===== src/rtl/tracker_pkg.sv =====
// tracker_pkg
// Shared definitions for the light tracker slice:
//   - state_t   : FSM state encoding, also exported on state_dbg
//   - DIR_*     : direction request codes ({ccw, cw} bit order)
//   - timer_width(): bit width that holds the larger of two cycle counts minus one
package tracker_pkg;

  typedef enum logic [2:0] {
    ST_IDLE     = 3'd0,
    ST_COMPARE  = 3'd1,
    ST_MOVE_CW  = 3'd2,
    ST_MOVE_CCW = 3'd3,
    ST_SETTLE   = 3'd4
  } state_t;

  localparam logic [1:0] DIR_STOP = 2'b00;
  localparam logic [1:0] DIR_CW   = 2'b01;
  localparam logic [1:0] DIR_CCW  = 2'b10;

  // The timer is loaded with (cycles - 1), so $clog2(max) bits are enough.
  // A single-cycle phase still needs one bit to hold the value zero.
  function automatic int timer_width(input int a, input int b);
    int m;
    m = (a > b) ? a : b;
    return (m < 2) ? 1 : $clog2(m);
  endfunction

endpackage


===== src/rtl/tracker_timer.sv =====
// tracker_timer
// Loadable down-counter used for the move and settle phases.
// The count stops at zero, so it never wraps while the FSM is idle.
// Ports:
//   CLK      in   system clock
//   RST      in   synchronous active-high reset (count -> 0)
//   load     in   load load_val on the next edge
//   load_val in   W-bit value to load
//   done     out  count is zero
module tracker_timer #(
  parameter int W = 17
) (
  input  logic         CLK,
  input  logic         RST,
  input  logic         load,
  input  logic [W-1:0] load_val,
  output logic         done
);

  logic [W-1:0] count;

  // Load wins over counting; otherwise decrement until zero and hold there.
  always_ff @(posedge CLK) begin
    if (RST) begin
      count <= '0;
    end else if (load) begin
      count <= load_val;
    end else if (count != '0) begin
      count <= count - 1'b1;
    end
  end

  assign done = (count == '0);

endmodule


===== src/rtl/light_tracker_fsm.sv =====
// light_tracker_fsm
// Single-axis sun-tracking decision stage feeding the servo driver.
// Collects a left and a right photoresistor sample, compares their
// difference against a deadband and issues a timed cw or ccw request,
// followed by a settle period with no request. Position feedback from the
// servo driver blocks or aborts moves that would pass the travel limits.
//
// Ports:
//   CLK             in   system clock
//   RST             in   synchronous active-high reset
//   adc_valid       in   one-cycle strobe, adc_ch/adc_data valid
//   adc_ch          in   0 = left LDR, 1 = right LDR
//   adc_data        in   ADC_W-bit unsigned sample
//   servo_position  in   current pulse width reported by the servo driver
//   BTN_0           out  cw request (registered)
//   BTN_1           out  ccw request (registered)
//   at_limit        out  last decision was blocked or aborted by a limit
//   busy            out  high in any state other than IDLE
//   state_dbg       out  current state encoding
//
// Build option:
//   TRACK_AVG_EN  when defined, each channel averages four samples
//                 (truncating) before it counts as captured.
module light_tracker_fsm
  import tracker_pkg::*;
#(
  parameter int ADC_W      = 12,
  parameter int DEADBAND   = 64,
  parameter int MOVE_CYC   = 50000,
  parameter int SETTLE_CYC = 100000,
  parameter int POS_MIN    = 500,
  parameter int POS_MAX    = 2500
) (
  input  logic             CLK,
  input  logic             RST,
  input  logic             adc_valid,
  input  logic             adc_ch,
  input  logic [ADC_W-1:0] adc_data,
  input  logic [31:0]      servo_position,
  output logic             BTN_0,
  output logic             BTN_1,
  output logic             at_limit,
  output logic             busy,
  output logic [2:0]       state_dbg
);

  localparam int TW = timer_width(MOVE_CYC, SETTLE_CYC);

  localparam logic [TW-1:0] MOVE_LOAD   = TW'(MOVE_CYC - 1);
  localparam logic [TW-1:0] SETTLE_LOAD = TW'(SETTLE_CYC - 1);

  localparam logic [31:0] POS_MIN_U = 32'(POS_MIN);
  localparam logic [31:0] POS_MAX_U = 32'(POS_MAX);

  localparam logic signed [ADC_W:0] DB_POS = (ADC_W + 1)'(DEADBAND);
  localparam logic signed [ADC_W:0] DB_NEG = -DB_POS;

  state_t            state;
  logic [ADC_W-1:0]  left_s;
  logic [ADC_W-1:0]  right_s;
  logic              have_l;
  logic              have_r;

  logic signed [ADC_W:0] diff;
  logic [1:0]            want_dir;
  logic                  cw_ok;
  logic                  ccw_ok;

  logic                  tmr_load;
  logic [TW-1:0]         tmr_val;
  logic                  tmr_done;

`ifdef TRACK_AVG_EN
  logic [ADC_W+1:0] acc_l;
  logic [ADC_W+1:0] acc_r;
  logic [ADC_W+1:0] sum_l;
  logic [ADC_W+1:0] sum_r;
  logic [1:0]       cnt_l;
  logic [1:0]       cnt_r;

  // Running sums including the sample currently on the bus; four 12-bit
  // samples fit in ADC_W+2 bits without overflow.
  assign sum_l = acc_l + {2'b00, adc_data};
  assign sum_r = acc_r + {2'b00, adc_data};
`endif

  // Both samples are unsigned, so widen by one bit before subtracting to
  // keep the full signed range of the difference.
  assign diff = $signed({1'b0, left_s}) - $signed({1'b0, right_s});

  // Sign of the imbalance outside the deadband; exactly +/-DEADBAND is
  // still considered balanced.
  always_comb begin
    want_dir = DIR_STOP;
    if (diff > DB_POS) begin
      want_dir = DIR_CW;
    end else if (diff < DB_NEG) begin
      want_dir = DIR_CCW;
    end
  end

  // A position sitting exactly on a limit blocks travel toward that limit.
  assign cw_ok  = (servo_position < POS_MAX_U);
  assign ccw_ok = (servo_position > POS_MIN_U);

  // Timer reloads on entry to MOVE_* (from COMPARE) and on entry to SETTLE
  // (normal end of move or limit abort). Mirrors the transitions below.
  always_comb begin
    tmr_load = 1'b0;
    tmr_val  = MOVE_LOAD;
    case (state)
      ST_COMPARE: begin
        if ((want_dir == DIR_CW && cw_ok) || (want_dir == DIR_CCW && ccw_ok)) begin
          tmr_load = 1'b1;
          tmr_val  = MOVE_LOAD;
        end
      end
      ST_MOVE_CW: begin
        if (!cw_ok || tmr_done) begin
          tmr_load = 1'b1;
          tmr_val  = SETTLE_LOAD;
        end
      end
      ST_MOVE_CCW: begin
        if (!ccw_ok || tmr_done) begin
          tmr_load = 1'b1;
          tmr_val  = SETTLE_LOAD;
        end
      end
      default: begin
        tmr_load = 1'b0;
      end
    endcase
  end

  tracker_timer #(
    .W(TW)
  ) u_timer (
    .CLK      (CLK),
    .RST      (RST),
    .load     (tmr_load),
    .load_val (tmr_val),
    .done     (tmr_done)
  );

  // Main FSM. All outputs are registered here; BTN_0 and BTN_1 are only
  // ever set on entry to their own MOVE state and cleared on leaving it,
  // so they can never be high together. Sample capture only happens in
  // IDLE, which keeps strobes during a move or settle from leaking into
  // the next decision.
  always_ff @(posedge CLK) begin
    if (RST) begin
      state    <= ST_IDLE;
      BTN_0    <= 1'b0;
      BTN_1    <= 1'b0;
      at_limit <= 1'b0;
      busy     <= 1'b0;
      left_s   <= '0;
      right_s  <= '0;
      have_l   <= 1'b0;
      have_r   <= 1'b0;
`ifdef TRACK_AVG_EN
      acc_l    <= '0;
      acc_r    <= '0;
      cnt_l    <= '0;
      cnt_r    <= '0;
`endif
    end else begin
      case (state)
        ST_IDLE: begin
          if (have_l && have_r) begin
            state <= ST_COMPARE;
            busy  <= 1'b1;
          end
          if (adc_valid) begin
`ifdef TRACK_AVG_EN
            if (!adc_ch) begin
              if (cnt_l == 2'd3) begin
                left_s <= sum_l[ADC_W+1:2];
                have_l <= 1'b1;
                acc_l  <= '0;
                cnt_l  <= '0;
              end else begin
                acc_l  <= sum_l;
                cnt_l  <= cnt_l + 2'd1;
              end
            end else begin
              if (cnt_r == 2'd3) begin
                right_s <= sum_r[ADC_W+1:2];
                have_r  <= 1'b1;
                acc_r   <= '0;
                cnt_r   <= '0;
              end else begin
                acc_r   <= sum_r;
                cnt_r   <= cnt_r + 2'd1;
              end
            end
`else
            if (!adc_ch) begin
              left_s <= adc_data;
              have_l <= 1'b1;
            end else begin
              right_s <= adc_data;
              have_r  <= 1'b1;
            end
`endif
          end
        end

        ST_COMPARE: begin
          have_l <= 1'b0;
          have_r <= 1'b0;
`ifdef TRACK_AVG_EN
          acc_l  <= '0;
          acc_r  <= '0;
          cnt_l  <= '0;
          cnt_r  <= '0;
`endif
          if (want_dir == DIR_CW) begin
            if (cw_ok) begin
              state    <= ST_MOVE_CW;
              BTN_0    <= 1'b1;
              at_limit <= 1'b0;
            end else begin
              state    <= ST_IDLE;
              busy     <= 1'b0;
              at_limit <= 1'b1;
            end
          end else if (want_dir == DIR_CCW) begin
            if (ccw_ok) begin
              state    <= ST_MOVE_CCW;
              BTN_1    <= 1'b1;
              at_limit <= 1'b0;
            end else begin
              state    <= ST_IDLE;
              busy     <= 1'b0;
              at_limit <= 1'b1;
            end
          end else begin
            state    <= ST_IDLE;
            busy     <= 1'b0;
            at_limit <= 1'b0;
          end
        end

        // Limit abort has priority over the normal end of the move.
        ST_MOVE_CW: begin
          if (!cw_ok) begin
            state    <= ST_SETTLE;
            BTN_0    <= 1'b0;
            at_limit <= 1'b1;
          end else if (tmr_done) begin
            state <= ST_SETTLE;
            BTN_0 <= 1'b0;
          end
        end

        ST_MOVE_CCW: begin
          if (!ccw_ok) begin
            state    <= ST_SETTLE;
            BTN_1    <= 1'b0;
            at_limit <= 1'b1;
          end else if (tmr_done) begin
            state <= ST_SETTLE;
            BTN_1 <= 1'b0;
          end
        end

        ST_SETTLE: begin
          if (tmr_done) begin
            state <= ST_IDLE;
            busy  <= 1'b0;
          end
        end

        default: begin
          state <= ST_IDLE;
          BTN_0 <= 1'b0;
          BTN_1 <= 1'b0;
          busy  <= 1'b0;
        end
      endcase
    end
  end

  assign state_dbg = state;

endmodule


===== config.mk =====
export PLATFORM = sky130hd
export DESIGN_NAME = light_tracker_fsm
export DESIGN_NICKNAME = d
export VERILOG_FILES = /design/src/rtl/tracker_pkg.sv /design/src/rtl/tracker_timer.sv /design/src/rtl/light_tracker_fsm.sv
export SDC_FILE = /design/constraint.sdc
export NUM_CORES = 1
export LEC_CHECK = 0
export CAP_MARGIN = 10
export CORE_MARGIN = 5
export CORE_UTILIZATION = 35
export DETAILED_ROUTE_END_ITERATION = 8
export PLACE_DENSITY = 0.6
export SKIP_LAST_GASP = 1
export SYNTH_ARGS = -nofsm -noshare
export SYNTH_HDL_FRONTEND = slang
export SYNTH_SLANG_ARGS = --single-unit

===== constraint.sdc =====
create_clock -name CLK -period 3.9 [get_ports CLK]
set_input_delay 0.975 -clock CLK [delete_from_list [all_inputs] [get_ports CLK]]
set_output_delay 0.975 -clock CLK [all_outputs]
set_load 0.02 [all_outputs]

==> results of run 1 <==
[layout make-up]
class                      instances  area (sq um)
fill                             855          4818
multi-input combinational        284          1911
sequential                        50          1001
timing repair buffer              61         593.1
tap                              108         135.1
clock buffer                       6         72.57
inverter                          18         67.56
clock inverter                     2         37.54
[cell usage in the layout (no fill, tap or decap), types with 9 or more instances in the layout]
cell type                         count
sky130_fd_sc_hd__a21oi_1             28
sky130_fd_sc_hd__xor2_1              11
sky130_fd_sc_hd__mux2i_1             14
sky130_fd_sc_hd__a31oi_1              9
sky130_fd_sc_hd__nand2_1             42
sky130_fd_sc_hd__inv_1               18
sky130_fd_sc_hd__nor2_1              29
sky130_fd_sc_hd__dfxtp_1             50
sky130_fd_sc_hd__clkdlybuf4s50_1     54
sky130_fd_sc_hd__nor4_1              11
sky130_fd_sc_hd__ha_1                13
sky130_fd_sc_hd__o21ai_0              9
sky130_fd_sc_hd__nand2b_1             9
[worst register-to-register path, stage by stage, from the launching register on]
cell and delay (ns):
sky130_fd_sc_hd__dfxtp_1 0.34, sky130_fd_sc_hd__inv_1 0.05, sky130_fd_sc_hd__ha_1 0.22, sky130_fd_sc_hd__fa_1 0.42
sky130_fd_sc_hd__nor2b_1 0.19, sky130_fd_sc_hd__o2111ai_1 0.17, sky130_fd_sc_hd__a21oi_1 0.34, sky130_fd_sc_hd__o31ai_1 0.14
sky130_fd_sc_hd__or4_1 0.59, sky130_fd_sc_hd__o2111ai_1 0.20, sky130_fd_sc_hd__buf_4 0.29, sky130_fd_sc_hd__a41oi_1 0.15
[worst max path at each step]
stage,start,endpoint
floorplan,servo_position[4],u_timer.count[16]$_SDFFE_PP0P_
global placement,servo_position[4],u_timer.count[13]$_SDFFE_PP0P_
detailed placement,servo_position[4],u_timer.count[5]$_SDFFE_PP0P_
CTS,servo_position[5],u_timer.count[13]$_SDFFE_PP0P_
global route,left_s[0]$_SDFFE_PP0P_,u_timer.count[0]$_SDFFE_PP0P_
finish,servo_position[5],u_timer.count[11]$_SDFFE_PP0P_
[sequential cells by signal, summed over array words and instances, names as in the netlist]
name and flops:
busy 1, BTN_0 1, right_s 12, have_r 1
BTN_1 1, left_s 12, u_timer.count 17, have_l 1
at_limit 1, state_dbg 3
[cells by family after synthesis]
logic type,Yosys count,share of synthesized area
AOI/OAI and AO/OA,96,0.2194
xor gates and xnor gates,18,0.05128
and+or+nand+nor,142,0.2458
muxes,14,0.04558
adders and majority gates,14,0.05942
buffers and inverters,41,0.05290
DFF,50,0.3256
[power breakdown]
part / internal, W / total, W / switching (W)
Sequential: 0.000590 / 0.000664 / 0.0000735
Clock: 0.000192 / 0.000370 / 0.000178
Combinational: 0.000380 / 0.000745 / 0.000365
[per-stage QoR]
step	total power, W	hold slack (ns)	std cells
2_1_floorplan	0.001236	0.4363	375
3_5_place_dp	0.001422	0.4491	521
3_3_place_gp	0.001407	0.4444	521
4_1_cts	0.001798	0.4621	529
6_report	0.001778	0.4591	529
5_1_grt	0.001921	0.4803	529
[routing by layer]
layer,vias up,track usage,share of wire
met5,-,0,0
met4,0,0.02498,0.0060
met3,7,0.02550,0.031
met2,35,0.2732,0.53
met1,1381,0.1751,0.43
li1,1463,-,-
==> impl_summary.txt, run 1 <==
----------------------------------------------------
[Run status]
  Run status ... finished clean

[Drt]
  DRC marker count from the first detailed-route iteration ... 82
  Detailed-route via count ... 2886
  Routed wire per std cell ... 15.02 um
  Residual DRC count ... 0
  WL final ... 7945 um
  Remaining antenna violation count after routing ... 0
  Via-to-Cell Ratio ... 5.456
  Pre-Repair DR Iteration Count ... 4

[Yosys]
  Synth area leader ... sky130_fd_sc_hd__dfxtp_1
  Syn Area/Cell ... 8.198 sq um
  Count of flip-flops with a built-in enable after synthesis ... 0
  Distinct cell type count of the synthesized netlist ... 58
  Prevailing post-synth register cell ... sky130_fd_sc_hd__dfxtp_1
  Async S/R FF share, synth ... 0
  Cell types with the highest counts after synthesis ... sky130_fd_sc_hd__dfxtp_1 (50), sky130_fd_sc_hd__nand2_1 (42), sky130_fd_sc_hd__nor2_1 (29), sky130_fd_sc_hd__a21oi_1 (28), sky130_fd_sc_hd__clkbuf_1 (20)
  Synth Cell Area ... 3074 sq um
  Ys Warns ... 0
  Cell with the most instances after synthesis ... sky130_fd_sc_hd__dfxtp_1
  Most area-consuming cells after synthesis ... sky130_fd_sc_hd__dfxtp_1 (33%), sky130_fd_sc_hd__ha_1 (5.3%), sky130_fd_sc_hd__nand2_1 (5.1%), sky130_fd_sc_hd__a21oi_1 (4.6%), sky130_fd_sc_hd__mux2i_1 (4.6%)
  Nets in the synthesized netlist ... 437
  Number of synthesized register bits ... 50
  Sequential-to-total area share from yosys stat ... 0.3256
  Share of the synthesized area in the top cell type ... 0.3256
  Post-synthesis instance total ... 375

[Final layout]
  Antenna Diode Count ... 0
  Ratio of cells with drive above 1 in the final layout ... 0.06651
  Post-layout net count ... 482
  Fin util ... 0.4420
  Layout-stage area growth over the synthesis result ... 24.18%
  Area of all placed cells without fillers ... 3817 sq um

[Clock tree]
  Clock latency on the worst-skew pair ... 0.31 ns
  Total of cells resized after clock tree synthesis ... 0
  Clock edge transition at the registers on the reported setup and hold paths ... 0.09 ns
  Root Buffer Master ... sky130_fd_sc_hd__clkbuf_8
  Clock tree from TritonCTS ... yes
  Bufs on Longest Clock Path ... 2
  Total CTS buffers ... 5
  Clock H-tree levels ... 2
  TritonCTS sink count ... 50
  Post-CTS repair timing setup buffer count ... 0
  Number of buffers inserted for hold repair after clock tree synthesis ... 0

[Timing]
  Sum Neg Setup Slack ... 0 ns
  Worst rel slew slack ... 0.5759
  RSZ-0062 raised after global routing ... no
  Share of the clock period used by the worst path after layout ... 0.8323
  Min Clock Period, post-route ... 3.246 ns
  Slew @ Worst Pin ... 0.6276 ns
  Final clock skew ... 0.007979 ns
  Max Fclk ... 308.1 MHz
  Final Slew Violations ... 0
  Fin. Hold Viols ... 0
  Final count of negative-setup-slack endpoints ... 0
  Worst Setup Slack, final ... 0.6539 ns

[Die]
  Horiz. Die Dim ... 103.7 um
  Die Ht ... 103.7 um
  Top-Level Pins ... 55
  DIE AREA ... 10760 sq um
  Core Rows ... 34
  Effective utilization at floorplan ... 0.3560
  Area of the core region ... 8636 sq um

[Global route]
  GRT Resource Usage Total ... 0.1460
  First-pass GRT wire length ... 13510 um
  Global route total overflow ... 0
  Via count of the first global-routing pass ... 2885
  Maximum number of pins on one net before global-route repair ... 35
  Number of antenna violations at the first check in global routing ... 0

[Worst setup path]
  Endpoint type of the worst setup path ... register
  Data required time of the critical path ... 4.16 ns
  Ordered list of cells on the worst path ... clkdlybuf4s50_1 > or4_1 > a211o_1 > a211oi_1 > buf_4 > mux2i_1 > o21ai_0 > buf_4 > nand2_1 > and4b_1
  Cell family with most CP delay ... simple AND/OR/NAND/NOR gates
  Kind of critical path ... in2reg
  Delay contributed by the slowest stage of the critical path ... 0.51 ns
  Worst-case reg-to-reg path depth ... 11
  R2R setup slack ... 0.68 ns
  Buffer and inverter count on the worst path ... 3
  Crit Reg-Reg Endpoint ... u_timer.count[0]$_SDFFE_PP0P_
  Cell type of the slowest stage on the worst timing path ... sky130_fd_sc_hd__or4_1
  Critical Path Source Type ... input pin
  Critical-path maximum fanout ... 11
  Worst flop-to-flop path startpoint ... left_s[0]$_SDFFE_PP0P_
  Most common cell on crit path ... sky130_fd_sc_hd__buf_4
  Worst endpoint data arrival time ... 3.50 ns
  Cell count along the critical path ... 10

[Placement]
  Instance area at placement ... 3707 sq um
  Buffers added on ports ... 54
  Routability congestion estimate ... 0.7957
  Minimum setup slack after placement ... 0.3182 ns
  Half-perimeter wire length after placement ... 5999 um

[Hold path]
  Launch instance of the worst min-delay path ... right_s[8]$_SDFFE_PP0P_
  Worst min-delay path class ... reg2reg
  Hold Path Stages ... 2
  Hold Crit Endpoint ... right_s[8]$_SDFFE_PP0P_

[Pwr]
  Pleak ... 1.461 nW
  Worst IR Drop VDD ... 0.3226 mV
  Areal power density over the cells ... 465.8 nW/um^2

[Job]
  Number of violations of the max-capacitance limit ... 0

----------------------------------------------------
Power figures use the tool's default switching activity.
==> inputs of run 2 (changes only) <==
- clock period: 3.9 -> 3 ns (I/O delays scaled with it)
==> run 2 against run 1 <==
Clock power up 36%. Critical endpoint is now BTN_0$_SDFFE_PP0P_. Highest routed layer unchanged. Combinational power up 50%. Largest cell class unchanged. Global-route usage grew 0.66 points. Sequential share of layout area down 1.7 points. Die area unchanged. Register-to-register slack worse by 0.58 ns. Hold slack barely moved.
==> impl_summary.txt, run 2 (synthesis results as in run 1) <==
----------------------------------------------------
[Pwr]
  Sequential power share ... 0.348 (-0.025)
  Clock power share ... 0.202 (-0.006)
  Power share of the combinational group ... 0.449 (+0.030)
  Pleak ... 1.587 nW (+8.6%)
  Net load switching power ... 0.0008801 W (+43%)
  Areal power density over the cells ... 611.0 nW/um^2 (+31%)
  Worst IR Drop VDD ... 0.4000 mV (+24%)
  Total chip power ... 0.002497 W (+40%)
  Cell internal pwr ... 0.001617 W (+39%)
  Sw Share ... 0.3525 (+0.005798)

[Clock tree]
  TritonCTS sink count ... 50 (unchanged)
  Root Buffer Master ... sky130_fd_sc_hd__clkbuf_8
  Clock edge transition at the registers on the reported setup and hold paths ... 0.10 ns (about the same)
  Total CTS buffers ... 5 (unchanged)
  Clock H-tree levels ... 2 (unchanged)
  Clock tree from TritonCTS ... yes
  Clock latency on the worst-skew pair ... 0.31 ns (about the same)
  Bufs on Longest Clock Path ... 2 (unchanged)

[Drt]
  Residual DRC count ... 0 (unchanged)
  DRC marker count from the first detailed-route iteration ... 78 (-4.9%)
  Via-to-Cell Ratio ... 5.509 (+0.98%)
  Remaining antenna violation count after routing ... 0 (unchanged)
  Pre-Repair DR Iteration Count ... 4 (unchanged)
  Routed wire per std cell ... 15.54 um (+3.5%)
  Detailed-route via count ... 3019 (+4.6%)
  WL final ... 8518 um (+7.2%)

[Timing]
  Final clock skew ... 0.01053 ns (+0.002551 ns)
  Worst hold slack ... 0.4595 ns (+0.0003920 ns)
  Max Fclk ... 344.8 MHz
  Share of the clock period used by the worst path after layout ... 0.9668
  Slew @ Worst Pin ... 0.5672 ns (-0.06039 ns)
  Final Slew Violations ... 0 (unchanged)
  Final count of negative-setup-slack endpoints ... 0 (unchanged)
  Worst rel slew slack ... 0.6219 (+0.04596)
  Fin. Hold Viols ... 0 (unchanged)
  Min Clock Period, post-route ... 2.900 ns
  Sum Neg Setup Slack ... 0 ns (unchanged)

[Final layout]
  Post-Layout Cell Count ... 548 (+3.6%)
  Post-layout net count ... 502 (+4.1%)
  Antenna Diode Count ... 0 (unchanged)
  Ratio of cells with drive above 1 in the final layout ... 0.1432 (+0.07667)
  Number of flip-flops in the largest register ... 17 (unchanged)
  Commonest cells after routing, fill and taps aside ... sky130_fd_sc_hd__clkdlybuf4s50_1 (54), sky130_fd_sc_hd__dfxtp_1 (48), sky130_fd_sc_hd__nand2_1 (42)
  Largest register by flop count ... u_timer.count
  Most common library cell in the layout ignoring fill and taps ... sky130_fd_sc_hd__clkdlybuf4s50_1
  Fin util ... 0.4732 (+0.03115)
  Layout-stage area growth over the synthesis result ... 32.93%
  Top Registers ... u_timer.count: 17 flops, left_s: 12 flops, right_s: 12 flops

[Job]
  Number of violations of the max-capacitance limit ... 0 (unchanged)

[Worst setup path]
  Delay contributed by the slowest stage of the critical path ... 0.54 ns (+0.03 ns)
  Worst-case reg-to-reg path depth ... 7 (-4)
  Critical Path Source Type ... register
  Most common cell on crit path ... sky130_fd_sc_hd__or4_4
  Cell type of the slowest stage on the worst timing path ... sky130_fd_sc_hd__or4_4
  Ordered list of cells on the worst path ... or4_4 > or3_4 > or4_4 > or4_4 > o211ai_2 > o2111a_1 > o221a_1
  Cell count along the critical path ... 7 (-3)
  R2R setup slack ... 0.1 ns (-0.58 ns)
  Endpoint type of the worst setup path ... register
  Cell family with most CP delay ... simple AND/OR/NAND/NOR gates
  Data required time of the critical path ... 3.25 ns (-0.91 ns)
  Kind of critical path ... reg2reg
  Worst flop-to-flop path startpoint ... u_timer.count[3]$_SDFFE_PP0P_
  Buffer and inverter count on the worst path ... 0 (-3)
  Crit Reg-Reg Endpoint ... BTN_0$_SDFFE_PP0P_
  Worst endpoint data arrival time ... 3.15 ns (-0.35 ns)
  Critical-path maximum fanout ... 5 (-6)

[Global route]
  Grt peak-use layer ... met2
  Maximum number of pins on one net before global-route repair ... 20 (-43%)
  GRT Resource Usage Total ... 0.1526 (+0.006569)
  Number of antenna violations at the first check in global routing ... 0 (unchanged)
  First-pass GRT wire length ... 14070 um (+4.1%)
  Global route total overflow ... 0 (unchanged)
  Met2 layer usage reported by global route ... 0.2760 (+0.002732)
  Global-route track usage on met1 ... 0.1875 (+0.01244)
  Grt met3 use ... 0.02612 (+0.0006219)
  Via count of the first global-routing pass ... 2942 (+2.0%)

[Hold path]
  Launch instance of the worst min-delay path ... right_s[4]$_SDFFE_PP0P_
  Worst min-delay path class ... reg2reg
  Hold Crit Endpoint ... right_s[4]$_SDFFE_PP0P_
  Hold Path Stages ... 2 (unchanged)

[Die]
  Top-Level Pins ... 55 (unchanged)
  Die Ht ... 103.7 um (unchanged)
  DIE AREA ... 10760 sq um (unchanged)
  Effective utilization at floorplan ... 0.3560 (unchanged)
  Core Rows ... 34 (unchanged)
  Horiz. Die Dim ... 103.7 um (unchanged)
  Area of the core region ... 8636 sq um (unchanged)

[Placement]
  Half-perimeter wire length after placement ... 6316 um (+5.3%)
  Buffers added on ports ... 54 (unchanged)
  Routability congestion estimate ... 0.8312 (+4.5%)
  Post-placement cell count ... 533 (+2.3%)

[Run status]
  Run status ... finished clean

----------------------------------------------------
-- run 2: changes by cell type in the layout (fill, tap and decap cells not counted), sizes merged --
cell / before / now
buf: 7 / 27
clkinvlp: 1 / 0
-- run 2: power groups by stage --
stage	Sequential [W]	Combinational (W)	Clock [W]
after CTS	0.000866	0.00105	0.000511
final	0.000869	0.00112	0.000505
after floorplan	0.000855	0.000753	0
after global routing	0.000881	0.00124	0.000533
after detailed placement	0.000880	0.00104	0
after global placement	0.000877	0.00102	0
-- run 2: worst min-delay path: stages, from the launching register on --
cell	delay [ns]
sky130_fd_sc_hd__dfxtp_1	0.32
sky130_fd_sc_hd__nand2_1	0.05
sky130_fd_sc_hd__a21oi_1	0.05
-- run 2: how the worst max path moves through the flow --
stage	start	end	slack [ns]
2_1_floorplan	right_s[4]$_SDFFE_PP0P_	u_timer.count[0]$_SDFFE_PP0P_	0.008
3_3_place_gp	servo_position[4]	u_timer.count[16]$_SDFFE_PP0P_	-0.25
3_5_place_dp	servo_position[4]	u_timer.count[11]$_SDFFE_PP0P_	-0.31
4_1_cts	left_s[0]$_SDFFE_PP0P_	u_timer.count[7]$_SDFFE_PP0P_	-0.02
5_1_grt	u_timer.count[3]$_SDFFE_PP0P_	u_timer.count[4]$_SDFFE_PP0P_	-0.02
6_report	u_timer.count[3]$_SDFFE_PP0P_	BTN_0$_SDFFE_PP0P_	0.1
-- run 2: layout make-up --
cell class                      count  area (sq um)
Inverter                           18         67.56
Sequential cell                    50          1003
Timing Repair Buffer               81         767.0
Clock inverter                      1         30.03
Tap cell                          108         135.1
Clock buffer                        6         82.58
Fill cell                         875          4549
Multi-Input combinational cell    284          2001
-- run 2: what timing repair did --
item | CTS | global route
endpoints found under the setup margin | 21 | 22
pin swaps | 1 | 4
buffers inserted | 0 | 6
hold buffers | 0 | 0
endpoints found under the hold margin | 0 | 0
resized for setup | 4 | 20
gates cloned | 1 | 1
-- run 2: routing by layer --
| layer | part of all wire | up-vias |
|---|---|---|
| met5 | 0 | - |
| met2 | 0.52 | 48 |
| met3 | 0.027 | 14 |
| li1 | - | 1509 |
| met1 | 0.44 | 1448 |
| met4 | 0.011 | 0 |
-- run 2: per-stage QoR --
stage	instance area, sq um	setup WS, ns
after CTS	3950	-0.01557
after detailed placement	3816	-0.3139
after global placement	3816	-0.2500
after global routing	4086	-0.02426
final	4086	0.09974
after floorplan	3080	0.008120
